**src/rtl/mc_ctrl.sv**
```systemverilog
// Multi-cycle MIPS-subset control FSM: decodes op/funct and sequences the datapath enables/selects.
// Latency: jal/jr/nop 2 cycles, beq 3, sw and ALU ops 4, lw 5; outputs are combinational from state and IR fields.
// Backpressure: none; the FSM advances every clock and reset only holds it in FETCH.
module mc_ctrl (
    input  logic       clk,
    input  logic       reset,
    input  logic [5:0] op,
    input  logic [5:0] funct,
    input  logic       zero,
    output logic       pc_we,
    output logic       ir_we,
    output logic       reg_we,
    output logic       mem_we,
    output logic [1:0] extop,
    output logic       alu_src,
    output logic [1:0] alu_op,
    output logic [1:0] reg_dst,
    output logic [1:0] wd_sel,
    output logic [1:0] npc_sel,
    output logic [2:0] state,
    output logic       done
);

    localparam logic [2:0] S_FETCH  = 3'd0;
    localparam logic [2:0] S_DECODE = 3'd1;
    localparam logic [2:0] S_EXEC   = 3'd2;
    localparam logic [2:0] S_MEM    = 3'd3;
    localparam logic [2:0] S_WB     = 3'd4;

    localparam logic [5:0] OP_RTYPE = 6'h00;
    localparam logic [5:0] OP_ORI   = 6'h0D;
    localparam logic [5:0] OP_LUI   = 6'h0F;
    localparam logic [5:0] OP_LW    = 6'h23;
    localparam logic [5:0] OP_SW    = 6'h2B;
    localparam logic [5:0] OP_BEQ   = 6'h04;
    localparam logic [5:0] OP_JAL   = 6'h03;
    localparam logic [5:0] FN_ADDU  = 6'h21;
    localparam logic [5:0] FN_SUBU  = 6'h23;
    localparam logic [5:0] FN_JR    = 6'h08;

    localparam logic [1:0] EXT_ZERO = 2'd0;
    localparam logic [1:0] EXT_SIGN = 2'd1;
    localparam logic [1:0] EXT_HIGH = 2'd2;
    localparam logic [1:0] ALU_ADD  = 2'd0;
    localparam logic [1:0] ALU_SUB  = 2'd1;
    localparam logic [1:0] ALU_OR   = 2'd2;
    localparam logic [1:0] DST_RT   = 2'd0;
    localparam logic [1:0] DST_RD   = 2'd1;
    localparam logic [1:0] DST_RA   = 2'd2;
    localparam logic [1:0] WD_ALU   = 2'd0;
    localparam logic [1:0] WD_MEM   = 2'd1;
    localparam logic [1:0] WD_PC    = 2'd2;
    localparam logic [1:0] NPC_SEQ  = 2'd0;
    localparam logic [1:0] NPC_BR   = 2'd1;
    localparam logic [1:0] NPC_J    = 2'd2;
    localparam logic [1:0] NPC_REG  = 2'd3;

    logic [2:0] state_q;
    logic [2:0] state_nxt;
    logic       is_r;
    logic       is_addu, is_subu, is_jr, is_ori, is_lui, is_lw, is_sw, is_beq, is_jal;
    logic       is_nop;
    logic       in_instr;
    logic       pc_we_c, ir_we_c, reg_we_c, mem_we_c, done_c;

    always_comb begin
        is_r    = (op == OP_RTYPE);
        is_addu = is_r && (funct == FN_ADDU);
        is_subu = is_r && (funct == FN_SUBU);
        is_jr   = is_r && (funct == FN_JR);
        is_ori  = (op == OP_ORI);
        is_lui  = (op == OP_LUI);
        is_lw   = (op == OP_LW);
        is_sw   = (op == OP_SW);
        is_beq  = (op == OP_BEQ);
        is_jal  = (op == OP_JAL);
        is_nop  = !(is_addu || is_subu || is_jr || is_ori || is_lui ||
                    is_lw || is_sw || is_beq || is_jal);
    end

    always_comb begin
        state_nxt = S_FETCH;
        pc_we_c   = 1'b0;
        ir_we_c   = 1'b0;
        reg_we_c  = 1'b0;
        mem_we_c  = 1'b0;
        done_c    = 1'b0;
        extop     = EXT_ZERO;
        alu_src   = 1'b0;
        alu_op    = ALU_ADD;
        reg_dst   = DST_RT;
        wd_sel    = WD_ALU;
        npc_sel   = NPC_SEQ;
        in_instr  = (state_q == S_DECODE) || (state_q == S_EXEC) ||
                    (state_q == S_MEM)    || (state_q == S_WB);

        // ALU/extender selects follow the instruction class for its whole life so
        // the datapath registers see stable operands across EXEC, MEM and WB.
        if (in_instr) begin
            if (is_subu) begin
                alu_op = ALU_SUB;
            end
            if (is_ori) begin
                extop   = EXT_ZERO;
                alu_src = 1'b1;
                alu_op  = ALU_OR;
            end
            if (is_lui) begin
                extop   = EXT_HIGH;
                alu_src = 1'b1;
            end
            if (is_lw || is_sw) begin
                extop   = EXT_SIGN;
                alu_src = 1'b1;
            end
            if (is_beq) begin
                extop  = EXT_SIGN;
                alu_op = ALU_SUB;
            end
        end

        case (state_q)
            S_FETCH: begin
                ir_we_c   = 1'b1;
                pc_we_c   = 1'b1;
                state_nxt = S_DECODE;
            end
            S_DECODE: begin
                if (is_jal) begin
                    // PC already holds PC+4 from FETCH; that value is the link address.
                    pc_we_c  = 1'b1;
                    npc_sel  = NPC_J;
                    reg_we_c = 1'b1;
                    reg_dst  = DST_RA;
                    wd_sel   = WD_PC;
                    done_c   = 1'b1;
                end else if (is_jr) begin
                    pc_we_c = 1'b1;
                    npc_sel = NPC_REG;
                    done_c  = 1'b1;
                end else if (is_nop) begin
                    done_c = 1'b1;
                end else begin
                    state_nxt = S_EXEC;
                end
            end
            S_EXEC: begin
                if (is_beq) begin
                    npc_sel = NPC_BR;
                    pc_we_c = zero;
                    done_c  = 1'b1;
                end else if (is_lw || is_sw) begin
                    state_nxt = S_MEM;
                end else begin
                    state_nxt = S_WB;
                end
            end
            S_MEM: begin
                if (is_sw) begin
                    mem_we_c = 1'b1;
                    done_c   = 1'b1;
                end else if (is_lw) begin
                    state_nxt = S_WB;
                end
            end
            S_WB: begin
                reg_we_c = 1'b1;
                done_c   = 1'b1;
                reg_dst  = (is_addu || is_subu) ? DST_RD : DST_RT;
                wd_sel   = is_lw ? WD_MEM : WD_ALU;
            end
            default: state_nxt = S_FETCH;
        endcase
    end

    always_ff @(posedge clk) begin
        if (reset) begin
            state_q <= S_FETCH;
        end else begin
            state_q <= state_nxt;
        end
    end

    assign pc_we  = pc_we_c  & ~reset;
    assign ir_we  = ir_we_c  & ~reset;
    assign reg_we = reg_we_c & ~reset;
    assign mem_we = mem_we_c & ~reset;
    assign done   = done_c   & ~reset;
    assign state  = state_q;

endmodule

```
**config.mk**
```make
export PLATFORM = sky130hd
export DESIGN_NAME = mc_ctrl
export DESIGN_NICKNAME = d
export VERILOG_FILES = /design/src/rtl/mc_ctrl.sv
export SDC_FILE = /design/constraint.sdc
export NUM_CORES = 1
export LEC_CHECK = 0
export CAP_MARGIN = 20
export CORE_UTILIZATION = 36
export DETAILED_ROUTE_END_ITERATION = 16
export PLACE_DENSITY = 0.82
export REMOVE_ABC_BUFFERS = 1
export SETUP_SLACK_MARGIN = 0.15
export SYNTH_ARGS = -nofsm -noshare
export SYNTH_HDL_FRONTEND = slang
export SYNTH_SLANG_ARGS = --single-unit
```
**constraint.sdc**
```tcl
create_clock -name clk -period 2.61 [get_ports clk]
set_clock_uncertainty 0.05 [all_clocks]
set_input_delay 0.522 -clock clk [delete_from_list [all_inputs] [get_ports clk]]
set_output_delay 0.522 -clock clk [all_outputs]
set_load 0.01 [all_outputs]
```
# == Word level (Yosys, flattened, before mapping) ==
# Cells that the tools add are included.
# op_classes
eq_ne,13
n_mux,43
bitwise,6
reduce_logical,17
# op_table
operator,n
2-bit two-way mux,13
"6-bit == test, second input constant",4
1-bit two-way mux,19
"6-bit by 4-bit == test with 1-bit output, second input constant",3
1-bit logical OR,12
3-bit two-way mux,4
2-bit case mux with 2 select lines,3
3-bit case mux with 4 select lines,1
"3-bit by 2-bit == test with 1-bit output, second input constant",2
"6-bit by 2-bit == test with 1-bit output, second input constant",1
"6-bit by 3-bit == test with 1-bit output, second input constant",1
6-bit logical NOT,1
1-bit AND,5
1-bit case mux with 4 select lines,1
"3-bit by 1-bit == test with 1-bit output, second input constant",1
"3-bit == test, second input constant",1
1-bit logical AND,3
3-bit logical NOT,1
1-bit case mux with 3 select lines,1
1-bit case mux with 2 select lines,1
1-bit inverter,1
# totals
ff_bits,3
inputBits,15

# == Logic depth before layout (Yosys ltp) ==
# Gate-level depths: netlist (run 1).
# logic_depth
word_depth,15
mapped_depth,6

# == Least setup slack after synthesis (run 1) ==
# OpenSTA, ideal clock, no wires.
# synth_path
path_type,input to output
startpoint,input op[3]
endpoint,output pc_we
arrival_time_ns,1.622
t_required_ns,2.038
path_slack_ns,0.416
path_stages,5
path_cell_list,nor3_4 nand3_1 nand3b_1 a211oi_2 o21ba_2
# synth_between
elab_chain_len,6
word_cells_on_any_way,9
classes_between,2 x eq/ne; 4 x mux; 1 x bitwise; 2 x reduce/logical
# synth_lines
element,line_no,text
from (decl),7,"input logic [5:0] op,"
6-bit logical NOT,67,is_r = (op == OP_RTYPE);
1-bit logical AND,70,is_jr = is_r && (funct == FN_JR);
1-bit two-way mux,137,end else if (is_jr) begin
1-bit two-way mux,129,if (is_jal) begin
1-bit case mux with 3 select lines *,122,case (state_q)
1-bit AND *,184,assign pc_we = pc_we_c & ~reset;
to (decl),10,"output logic pc_we,"
# Mark *: on every way between the ends. The rest lies on a longest branch, timed or not.

# == Final worst setup path (run 1) ==
# Ends and elaborated chain as after synthesis.

==> implementation parameters, run 1 <==
Parameter                              Value

Run status
  Status ... complete, no violations

Logic synthesis
  Synthesized-area fraction occupied by adder cells ... 0
  Number of synthesized register bits ... 3
  Mapped cell area ... 490 um2
  Library cell occupying the most area in the post-synthesis netlist ... sky130_fd_sc_hd__dfxtp_1
  Dominant combinational cell family by area after synthesis ... simple AND/OR/NAND/NOR gates
  Synth Area in Simple Gates ... 0.487
  Compound-gate portion of the synthesized area ... 0.227
  Parity-gate share of the synthesized area counting xor and xnor cells ... 0.0179
  Share of synthesized area spent on multiplexers ... 0
  Fraction of the yosys area taken by sequential cells ... 0.122
  Gate count of the mapped netlist ... 71
  Yosys cell types ... 31
  Area contributors post-synth ... sky130_fd_sc_hd__dfxtp_1 12%, sky130_fd_sc_hd__nor3_1 10%, sky130_fd_sc_hd__nand3b_1 7.7%, sky130_fd_sc_hd__buf_6 4.6%, sky130_fd_sc_hd__inv_1 4.6%
  Portion of synthesized cell area occupied by the leading cell type ... 0.122
  Number of warnings reported in the yosys synthesis log ... 0
  Average footprint of a synthesized cell ... just under 7 um2

Routing
  Detailed-route vias per instance ... 5.51
  Number of design-rule violations left by the first detailed-router iteration ... 11
  Wire length per cell ... 14.4 um
  DRT Wirelength ... 1990 um
  Total vias in the final route ... 760
  Length of the first detailed-routing pass in iterations ... 4
  Remaining antenna violation count ... 0
  Drc violations ... 0

Clocking
  CTS Buf Count ... 3
  # H-tree levels ... 1
  Bufs on Longest Clock Path ... 2
  Clock sinks ... 3
  CTS tree ... yes
  Clock Pin Slew Worst Setup and Hold Paths ... approximately 0.030 ns
  Clk Tree Root Cell ... sky130_fd_sc_hd__clkbuf_4
  Clk_lat worst skew ... 0.25 ns
  Hold-fix buffer count after cts ... 0

Timing
  Hold Violations, Final ... 0
  Part of the cycle the worst path needs ... 0.966
  Worst-Margin Slew ... between 0.3 and 0.4 ns
  Worst slew margin ... 0.794
  Unrepaired setup endpoints after global routing ... true
  Top achievable clock speed ... 397 MHz
  Min Clock Period, post-route ... 2.52 ns
  Number of failing setup endpoints in the final timing report ... 0
  Pins over their slew limit ... 0

Layout
  Final core area utilization ... 0.866
  Relative area change from synthesis to final layout ... 109%
  Final-layout fill cell count ... 73
  FF+latch area ... around 63 um2
  Total Nets Final ... between 100 and 150
  Fraction of final layout cells with drive strength greater than 1 ... 0.427
  Diode count ... 0
  Post-route standard cell area excluding fillers ... 1030 um2
  Largest register FFs ... 3
  Combined area of the multi-input logic cells ... 428 um2

Floorplan
  Core footprint ... 1190 um2
  Standard-cell rows ... 12
  Full die area ... 1510 um2
  # IOs ... 34
  Die extent in y ... approximately 39 um
  Initial Utilization ... 0.414
  Overall die width ... 38.9 um

GRT
  Global Route Usage Sum ... 0.274
  Via count of the first global-routing pass ... about 680
  Initial antenna violation count ... 0
  Remaining global-route overflow ... 0
  Largest net degree at the start of global routing ... 16
  Wire length of the first global-routing pass ... roughly 2900 um

Worst setup path
  Category of the most critical setup path ... in -> out
  Top fanout value on the critical path ... 3
  Nature of the critical path startpoint ... input port
  Signal arrival time at the worst endpoint ... about 2 ns
  CP Data Required Time ... between 2 and 2.5 ns
  Worst R2R Setup Slack ... 1.29 ns
  Critical Path Sink Type ... primary output

Placed design
  Estimated wirelength of the detail-placed design ... 1170 um
  Post-DP Area ... 887 um2
  Buffers on Ports ... 33
  GPL Wtd Cong ... 0.846

Power
  Total leakage power ... 0.000463 uW
  Worst IR Drop VDD ... between 300 and 400 uV
  Power Density ... between 200 and 250 nW/um2

Worst hold path
  Hold Crit Class ... reg -> reg

Flow run
  Maximum capacitance violations ... 0
-- area by class of cell --
cell class	count	area share
clock buffers	4	0.0256
inverters	6	0.0219
well taps	14	0.0171
flip-flops and latches	3	0.0609
multi-input cells	57	0.417
repair buffers	54	0.458
-- Yosys cell counts --
master and instances:
sky130_fd_sc_hd__or2_1 1, sky130_fd_sc_hd__clkbuf_2 1, sky130_fd_sc_hd__buf_4 1, sky130_fd_sc_hd__nand3_1 3, sky130_fd_sc_hd__a211o_2 1, sky130_fd_sc_hd__o21ba_2 2
sky130_fd_sc_hd__nor3_4 1, sky130_fd_sc_hd__buf_6 2, sky130_fd_sc_hd__o21ai_0 1, sky130_fd_sc_hd__inv_1 6, sky130_fd_sc_hd__a41oi_1 1, sky130_fd_sc_hd__a211oi_1 1
sky130_fd_sc_hd__nand2_1 4, sky130_fd_sc_hd__nand2b_1 1, sky130_fd_sc_hd__nand4_1 3, sky130_fd_sc_hd__dfxtp_1 3, sky130_fd_sc_hd__a2111oi_0 1, sky130_fd_sc_hd__nor4_1 2
sky130_fd_sc_hd__or3_1 2, sky130_fd_sc_hd__a211oi_2 1, sky130_fd_sc_hd__nor3b_1 2, sky130_fd_sc_hd__xor2_1 1, sky130_fd_sc_hd__nand4b_1 1, sky130_fd_sc_hd__clkbuf_8 1
sky130_fd_sc_hd__nor3_1 10, sky130_fd_sc_hd__nor2_1 5, sky130_fd_sc_hd__a31oi_1 1, sky130_fd_sc_hd__o22ai_1 2, sky130_fd_sc_hd__and3_1 1, sky130_fd_sc_hd__nand3b_1 5
sky130_fd_sc_hd__a21oi_1 4
-- metrics by stage --
step	power, uW	hold WS (ns)	std cells	setup TNS [ns]	worst slack, ns
3_5_place_dp	133	0.524	126	-5.48	-0.606
5_1_grt	247	0.557	138	0	0.0258
6_report	232	0.524	138	0	0.0893
3_3_place_gp	132	0.535	126	-5.30	-0.555
4_1_cts	223	0.525	137	0	0.0789
2_1_floorplan	78.7	0.549	66	0	0.416
-- worst max-delay path: stages --
cell	delay [ns]
sky130_fd_sc_hd__buf_6	0.10
sky130_fd_sc_hd__nor3_4	0.20
sky130_fd_sc_hd__buf_4	0.14
sky130_fd_sc_hd__nand4b_1	0.13
sky130_fd_sc_hd__buf_4	0.19
sky130_fd_sc_hd__a211oi_2	0.22
sky130_fd_sc_hd__buf_4	0.15
sky130_fd_sc_hd__buf_6	0.09
sky130_fd_sc_hd__o21ba_4	0.12
sky130_fd_sc_hd__buf_6	0.09
-- logic make-up (layout without fill, tap and decap cells) --
group / Yosys count / count (layout)
flops: 3 / 3
simple gates: 41 / 41
compound gates: 15 / 15
buf+inv: 11 / 64
xor+xnor: 1 / 1
-- layout by cell type (no fill, tap or decap), types with 4 or more instances in the layout --
cell type | synthesis | layout
sky130_fd_sc_hd__buf_6 | 2 | 6
sky130_fd_sc_hd__clkdlybuf4s50_1 | 0 | 8
sky130_fd_sc_hd__inv_1 | 6 | 4
sky130_fd_sc_hd__nor3_1 | 10 | 8
sky130_fd_sc_hd__a21oi_1 | 4 | 4
sky130_fd_sc_hd__nand3b_1 | 5 | 5
sky130_fd_sc_hd__dlygate4sd2_1 | 0 | 10
sky130_fd_sc_hd__nor2_1 | 5 | 5
sky130_fd_sc_hd__buf_4 | 1 | 20
-- what timing repair did --
action                     CTS  global route
buffers inserted             7             1
resized for setup           59            23
pin swaps                    5             9
setup endpoints to repair   15            13
-- final timing paths --
kind / start / endpoint / cells past startpoint
max: op[3] / pc_we / 10
min: state[0] / state[0] / 1
max reg2reg: state[0] / state[2] / 5
min reg2reg: state[0] / state[0] / 1
-- per-layer routing --
layer | share of wire | global-route usage | wire [um] | vias to the layer above
met1 | 0.45 | 0.326 | 888 | 359
met3 | 0.044 | 0.0520 | 87 | 2
met5 | 0 | 0 | 0 | -
li1 | - | - | - | 373
met4 | 0.013 | 0.0948 | 26 | 0
met2 | 0.50 | 0.479 | 983 | 26
-- report_power, final --
group	switching (uW)	internal (uW)	total [uW]
sequential	2.77	47.6	50.4
combinational	43.7	48.9	92.6
clock	31.7	57.7	89.4
total	78.2	154	232
Power figures use the tool's default switching activity.
==> run 2, diff against run 1 <==
CORE_UTILIZATION = 34   (was 36)
PLACE_DENSITY = 0.78   (was 0.82)
clock period = 2.78 ns   (was 2.61 ns; I/O delays follow)
==> implementation parameters, run 2 (synthesis results as in run 1) <==
Parameter                              Value

Run status
  Status ... complete, no violations (unchanged)

Worst setup path
  R2r startpoint ... state[0] (unchanged)
  Setup crit start ... op[2] (was op[3])
  Nature of the critical path startpoint ... input port (unchanged)
  CP Data Required Time ... 2.17 ns (was 2.04 ns)
  Top fanout value on the critical path ... 7 (was 3)
  Critical Path Sink Type ... primary output (unchanged)
  Category of the most critical setup path ... in -> out (unchanged)
  Signal arrival time at the worst endpoint ... 2.03 ns (was 1.95 ns)

Layout
  Post-Layout Cell Count ... 134 (was 138)
  FF+latch area ... 62.6 um2 (unchanged)
  Combined area of the multi-input logic cells ... 424 um2 (was 428 um2)
  Final-layout fill cell count ... 114 (was 73)
  Total Nets Final ... 135 (was 140)
  Fraction of final layout cells with drive strength greater than 1 ... 0.378 (was 0.427)
  Largest register FFs ... 3 (unchanged)
  Most frequent standard cell in the layout excluding fill and tap cells ... sky130_fd_sc_hd__buf_4 (unchanged)
  Highest-count cells in the layout ignoring fill and taps ... 15 x sky130_fd_sc_hd__buf_4, 9 x sky130_fd_sc_hd__clkdlybuf4s50_1, 7 x sky130_fd_sc_hd__nor3_1, 7 x sky130_fd_sc_hd__dlymetal6s2s_1, 6 x sky130_fd_sc_hd__dlygate4sd2_1 (was 20 x sky130_fd_sc_hd__buf_4, 10 x sky130_fd_sc_hd__dlygate4sd2_1, 8 x sky130_fd_sc_hd__nor3_1, 8 x sky130_fd_sc_hd__clkdlybuf4s50_1, 6 x sky130_fd_sc_hd__buf_6)
  Relative area change from synthesis to final layout ... 103% (was 109%)
  Diode count ... 0 (unchanged)

GRT
  Initial antenna violation count ... 0 (unchanged)
  Remaining global-route overflow ... 0 (unchanged)
  Global Route Usage Sum ... 0.238 (was 0.274)
  Via count of the first global-routing pass ... 612 (was 678)
  Largest net degree at the start of global routing ... 16 (unchanged)
  Wire length of the first global-routing pass ... 2500 um (was 2860 um)

Timing
  Min Clock Period, post-route ... 2.63 ns
  Unrepaired setup endpoints after global routing ... true (unchanged)
  Final Hold Slack ... 0.505 ns (was 0.524 ns)
  Number of failing setup endpoints in the final timing report ... 0 (unchanged)
  Pins over their slew limit ... 0 (unchanged)
  Top achievable clock speed ... 380 MHz
  Worst slew margin ... 0.743 (was 0.794)
  Setup TNS after final layout ... 0 ns (unchanged)
  Worst-Margin Slew ... 0.385 ns (was 0.302 ns)
  Part of the cycle the worst path needs ... 0.947
  Hold Violations, Final ... 0 (unchanged)

Floorplan
  Initial Utilization ... 0.372 (was 0.414)
  Core footprint ... 1320 um2 (was 1190 um2)
  Die extent in y ... 40.0 um (was 38.9 um)
  Full die area ... 1600 um2 (was 1510 um2)
  # IOs ... 34 (unchanged)
  Overall die width ... 40.0 um (was 38.9 um)
  Standard-cell rows ... 13 (was 12)

Routing
  Wire length on met3 ... 138 um (was 87 um)
  Total vias in the final route ... 728 (was 760)
  Sum of met2 wire segment lengths after detailed routing ... 958 um (was 983 um)
  Wire length per cell ... 13.6 um (was 14.4 um)
  Remaining antenna violation count ... 0 (unchanged)
  Number of design-rule violations left by the first detailed-router iteration ... 15 (was 11)
  Length of the first detailed-routing pass in iterations ... 4 (unchanged)
  Top layer in use ... met4 (unchanged)
  Detailed-route vias per instance ... 5.43 (was 5.51)
  Detailed-routing wirelength on met1 ... 712 um (was 888 um)
  DRT Wirelength ... 1830 um (was 1990 um)
  Drc violations ... 0 (unchanged)

Placed design
  GPL Wtd Cong ... 0.852 (was 0.846)
  Estimated wirelength of the detail-placed design ... 1230 um (was 1170 um)
  Buffers on Ports ... 33 (unchanged)
  Cells after DPL ... 126 (unchanged)

Clocking
  Clock sinks ... 3 (unchanged)
  Clock Pin Slew Worst Setup and Hold Paths ... 0.04 ns (was 0.03 ns)
  CTS tree ... yes (unchanged)
  Clk Tree Root Cell ... sky130_fd_sc_hd__clkbuf_4 (unchanged)
  # H-tree levels ... 1 (unchanged)
  Clk_lat worst skew ... 0.26 ns (was 0.25 ns)
  CTS Buf Count ... 3 (unchanged)
  Bufs on Longest Clock Path ... 2 (unchanged)

Worst hold path
  Hold Crit Class ... reg -> reg (unchanged)
  Hold Startpoint ... state[1] (was state[0])

Power
  Sequential fraction of design power ... 0.228 (was 0.217)
  Total leakage power ... 0.000476 uW (was 0.000463 uW)
  Clock network power share ... 0.397 (was 0.385)
  Worst IR Drop VDD ... 196 uV (was 343 uV)
  Combinational power share ... 0.375 (was 0.398)
  Power Density ... 214 nW/um2 (was 226 nW/um2)
  Switching power total ... 72.5 uW (was 78.2 uW)
  Net switching share of the total power ... 0.341 (was 0.336)
  Internal power ... 140 uW (was 154 uW)

Flow run
  Maximum capacitance violations ... 0 (unchanged)
run 2: cell types whose count changed in the layout (fill, tap and decap cells not counted), moves of 3 or more:
cell,change
sky130_fd_sc_hd__dlymetal6s2s_1,+6
sky130_fd_sc_hd__buf_4,-5
sky130_fd_sc_hd__buf_6,-3
sky130_fd_sc_hd__dlygate4sd2_1,-4
run 2: critical path: stages:
cell and delay (ns):
sky130_fd_sc_hd__clkdlybuf4s15_2 0.26, sky130_fd_sc_hd__buf_4 0.17, sky130_fd_sc_hd__nand4b_1 0.26, sky130_fd_sc_hd__buf_4 0.20, sky130_fd_sc_hd__nor3_2 0.12, sky130_fd_sc_hd__a21oi_1 0.06
sky130_fd_sc_hd__nor3_1 0.15, sky130_fd_sc_hd__clkdlybuf4s15_2 0.25
run 2: stage by stage:
stage | cell area [um2] | total power [uW] | setup slack (ns) | utilization
final | 993 | 213 | 0.147 | 0.754
after global routing | 993 | 223 | 0.105 | 0.754
after CTS | 927 | 209 | 0.00898 | 0.704
after detailed placement | 881 | 123 | -0.523 | 0.669
after global placement | 881 | 121 | -0.499 | 0.669
after floorplan | 442 | 73.9 | 0.518 | -
run 2: final timing paths:
| kind | endpoint | slack, ns | cells after the start |
|---|---|---|---|
| max | reg_we | 0.15 | 8 |
| min | state[2] | 0.51 | 1 |
| max reg2reg | state[2] | 1.44 | 4 |
| min reg2reg | state[2] | 0.51 | 1 |
run 2: power by group through the flow:
stage,Clock (uW),Sequential (uW),Combinational (uW)
4_1_cts,86.9,48.5,73.4
5_1_grt,88.1,48.8,86.2
3_3_place_gp,0,49.0,72.4
3_5_place_dp,0,49.2,73.9
2_1_floorplan,0,48.9,25.0
6_report,84.3,48.5,79.7
run 2: final cells by class:
type | count | area share
Clock buffer | 4 | 0.0264
Timing Repair Buffer | 49 | 0.442
Multi-Input combinational cell | 57 | 0.427
Inverter | 6 | 0.0227
Tap cell | 15 | 0.0189
Sequential cell | 3 | 0.0630
run 2: per-layer routing:
layer,global-route usage,vias up
met5,0,-
met4,0.138,0
met3,0.0778,2
met2,0.371,32
met1,0.282,330
li1,-,364
run 2: timing repair:
item                                    4_1_cts  5_1_grt
endpoints found under the setup margin       15       12
pin swaps                                     5        4
setup buffers                                 3        1
hold buffers                                  0        0
gates resized for setup                      39       30
==> run 3, diff against run 2 <==
CORE_MARGIN = 2   (was default)
==> implementation parameters, run 3 (synthesis results as in run 1) <==
Parameter                              Value

Worst setup path
  Critical Path Sink Type ... primary output (unchanged)
  Nature of the critical path startpoint ... input port (unchanged)
  Category of the most critical setup path ... in -> out (unchanged)
  CP Data Required Time ... 2.17 ns (about the same)
  Top fanout value on the critical path ... 7 (unchanged)
  Signal arrival time at the worst endpoint ... 2.03 ns (about the same)

Timing
  Pins over their slew limit ... 0 (unchanged)
  Unrepaired setup endpoints after global routing ... false (was true)
  Worst slew margin ... 0.736 (was 0.743)
  Hold Violations, Final ... 0 (unchanged)
  Number of failing setup endpoints in the final timing report ... 0 (unchanged)
  Part of the cycle the worst path needs ... 0.949 (was 0.947)
  Top achievable clock speed ... 379 MHz (was 380 MHz)
  Setup TNS after final layout ... 0 ns (unchanged)
  Worst-Margin Slew ... 0.394 ns (was 0.385 ns)
  Min Clock Period, post-route ... 2.64 ns (was 2.63 ns)

Layout
  Largest register FFs ... 3 (unchanged)
  Most frequent standard cell in the layout excluding fill and tap cells ... sky130_fd_sc_hd__buf_4 (unchanged)
  Diode count ... 0 (unchanged)
  Highest-count cells in the layout ignoring fill and taps ... 22 x sky130_fd_sc_hd__buf_4, 8 x sky130_fd_sc_hd__nor3_1, 8 x sky130_fd_sc_hd__clkdlybuf4s50_1, 6 x sky130_fd_sc_hd__clkdlybuf4s15_2 (was 15 x sky130_fd_sc_hd__buf_4, 9 x sky130_fd_sc_hd__clkdlybuf4s50_1, 7 x sky130_fd_sc_hd__nor3_1, 7 x sky130_fd_sc_hd__dlymetal6s2s_1, 6 x sky130_fd_sc_hd__dlygate4sd2_1)
  Post-route standard cell area excluding fillers ... 1030 um2 (was 993 um2)
  Post-Layout Cell Count ... 140 (was 134)
  Relative area change from synthesis to final layout ... 109% (was 103%)
  Total Nets Final ... 141 (was 135)
  Final core area utilization ... 0.779 (was 0.754)
  Fraction of final layout cells with drive strength greater than 1 ... 0.432 (was 0.378)

Routing
  Remaining antenna violation count ... 0 (unchanged)
  Length of the first detailed-routing pass in iterations ... 4 (unchanged)
  Wire length per cell ... 13.4 um (was 13.6 um)
  Number of design-rule violations left by the first detailed-router iteration ... 17 (was 15)
  Drc violations ... 0 (unchanged)
  Detailed-route vias per instance ... 5.45 (was 5.43)
  DRT Wirelength ... 1880 um (was 1830 um)
  Total vias in the final route ... 763 (was 728)

Floorplan
  Die extent in y ... 42.0 um (was 40.0 um)
  Overall die width ... 42.0 um (was 40.0 um)
  Core footprint ... 1320 um2 (unchanged)
  # IOs ... 34 (unchanged)
  Initial Utilization ... 0.372 (unchanged)
  Standard-cell rows ... 13 (unchanged)
  Full die area ... 1760 um2 (was 1600 um2)

Placed design
  Cells after DPL ... 131 (was 126)
  GPL Wtd Cong ... 0.819 (was 0.852)
  Estimated wirelength of the detail-placed design ... 1270 um (was 1230 um)
  Post-DP Area ... 918 um2 (was 881 um2)
  Buffers on Ports ... 33 (unchanged)

Run status
  Status ... complete, no violations (unchanged)

Clocking
  Clock sinks ... 3 (unchanged)
  Bufs on Longest Clock Path ... 2 (unchanged)
  Clock Pin Slew Worst Setup and Hold Paths ... 0.04 ns (about the same)
  Clk_lat worst skew ... 0.24 ns (was 0.26 ns)
  CTS Buf Count ... 3 (unchanged)
  Clk Tree Root Cell ... sky130_fd_sc_hd__clkbuf_4 (unchanged)
  # H-tree levels ... 1 (unchanged)
  CTS tree ... yes (unchanged)

Power
  Total leakage power ... 0.000465 uW (was 0.000476 uW)
  Power Density ... 204 nW/um2 (was 214 nW/um2)
  Worst IR Drop VDD ... 242 uV (was 196 uV)

GRT
  Global Route Usage Sum ... 0.210 (was 0.238)
  Remaining global-route overflow ... 0 (unchanged)
  Largest net degree at the start of global routing ... 16 (unchanged)
  Via count of the first global-routing pass ... 668 (was 612)
  Initial antenna violation count ... 0 (unchanged)
  Wire length of the first global-routing pass ... 2930 um (was 2500 um)

Worst hold path
  Hold Crit Class ... reg -> reg (unchanged)

Flow run
  Maximum capacitance violations ... 0 (unchanged)
-- run 3: final cells by class --
| cell class | instances | area [um2] |
|---|---|---|
| Timing Repair Buffer | 55 | 487 |
| Tap cell | 15 | 18.8 |
| Inverter | 6 | 22.5 |
| Sequential cell | 3 | 62.6 |
| Clock buffer | 4 | 26.3 |
| Multi-Input combinational cell | 57 | 409 |
| Fill cell | 92 | 292 |
-- run 3: metal layers --
metal  vias up  share of wire  track usage
met5         -              0            0
met4         0              0       0.0194
met3         0          0.056       0.0733
met2        30           0.50        0.378
met1       357           0.44        0.245
li1        376              -            -
-- run 3: final timing paths --
kind	startpoint	to	slack [ns]	depth (start not counted)
max	reset	ir_we	0.14	3
min	state[1]	state[2]	0.53	1
max reg2reg	state[0]	state[2]	1.51	5
min reg2reg	state[1]	state[2]	0.53	1
-- run 3: repair_timing --
action,CTS,global route
hold endpoints to repair,0,0
setup buffers,4,1
resized for setup,59,14
pin swaps,8,6
hold buffers,0,0
setup endpoints to repair,15,14
-- run 3: through the flow --
stage,hold slack [ns],power [uW],setup slack [ns]
after floorplan,0.565,73.9,0.518
after global placement,0.555,127,-0.489
after detailed placement,0.560,128,-0.486
after CTS,0.574,210,0.151
after global routing,0.555,227,0.154
final,0.529,210,0.141
-- run 3: power by group --
part | total (uW) | leakage [uW] | switching [uW] | internal, uW
Combinational | 85.3 | 0.000425 | 40.7 | 44.6
Sequential | 46.1 | 0.0000255 | 1.40 | 44.7
Clock | 78.3 | 0.0000150 | 24.4 | 53.9
Total | 210 | 0.000465 | 66.5 | 143
-- run 3: worst max-delay path, cell delays in order --
cell	delay, ns
sky130_fd_sc_hd__clkdlybuf4s50_1	0.54
sky130_fd_sc_hd__nor4_1	0.31
sky130_fd_sc_hd__clkdlybuf4s50_1	0.63
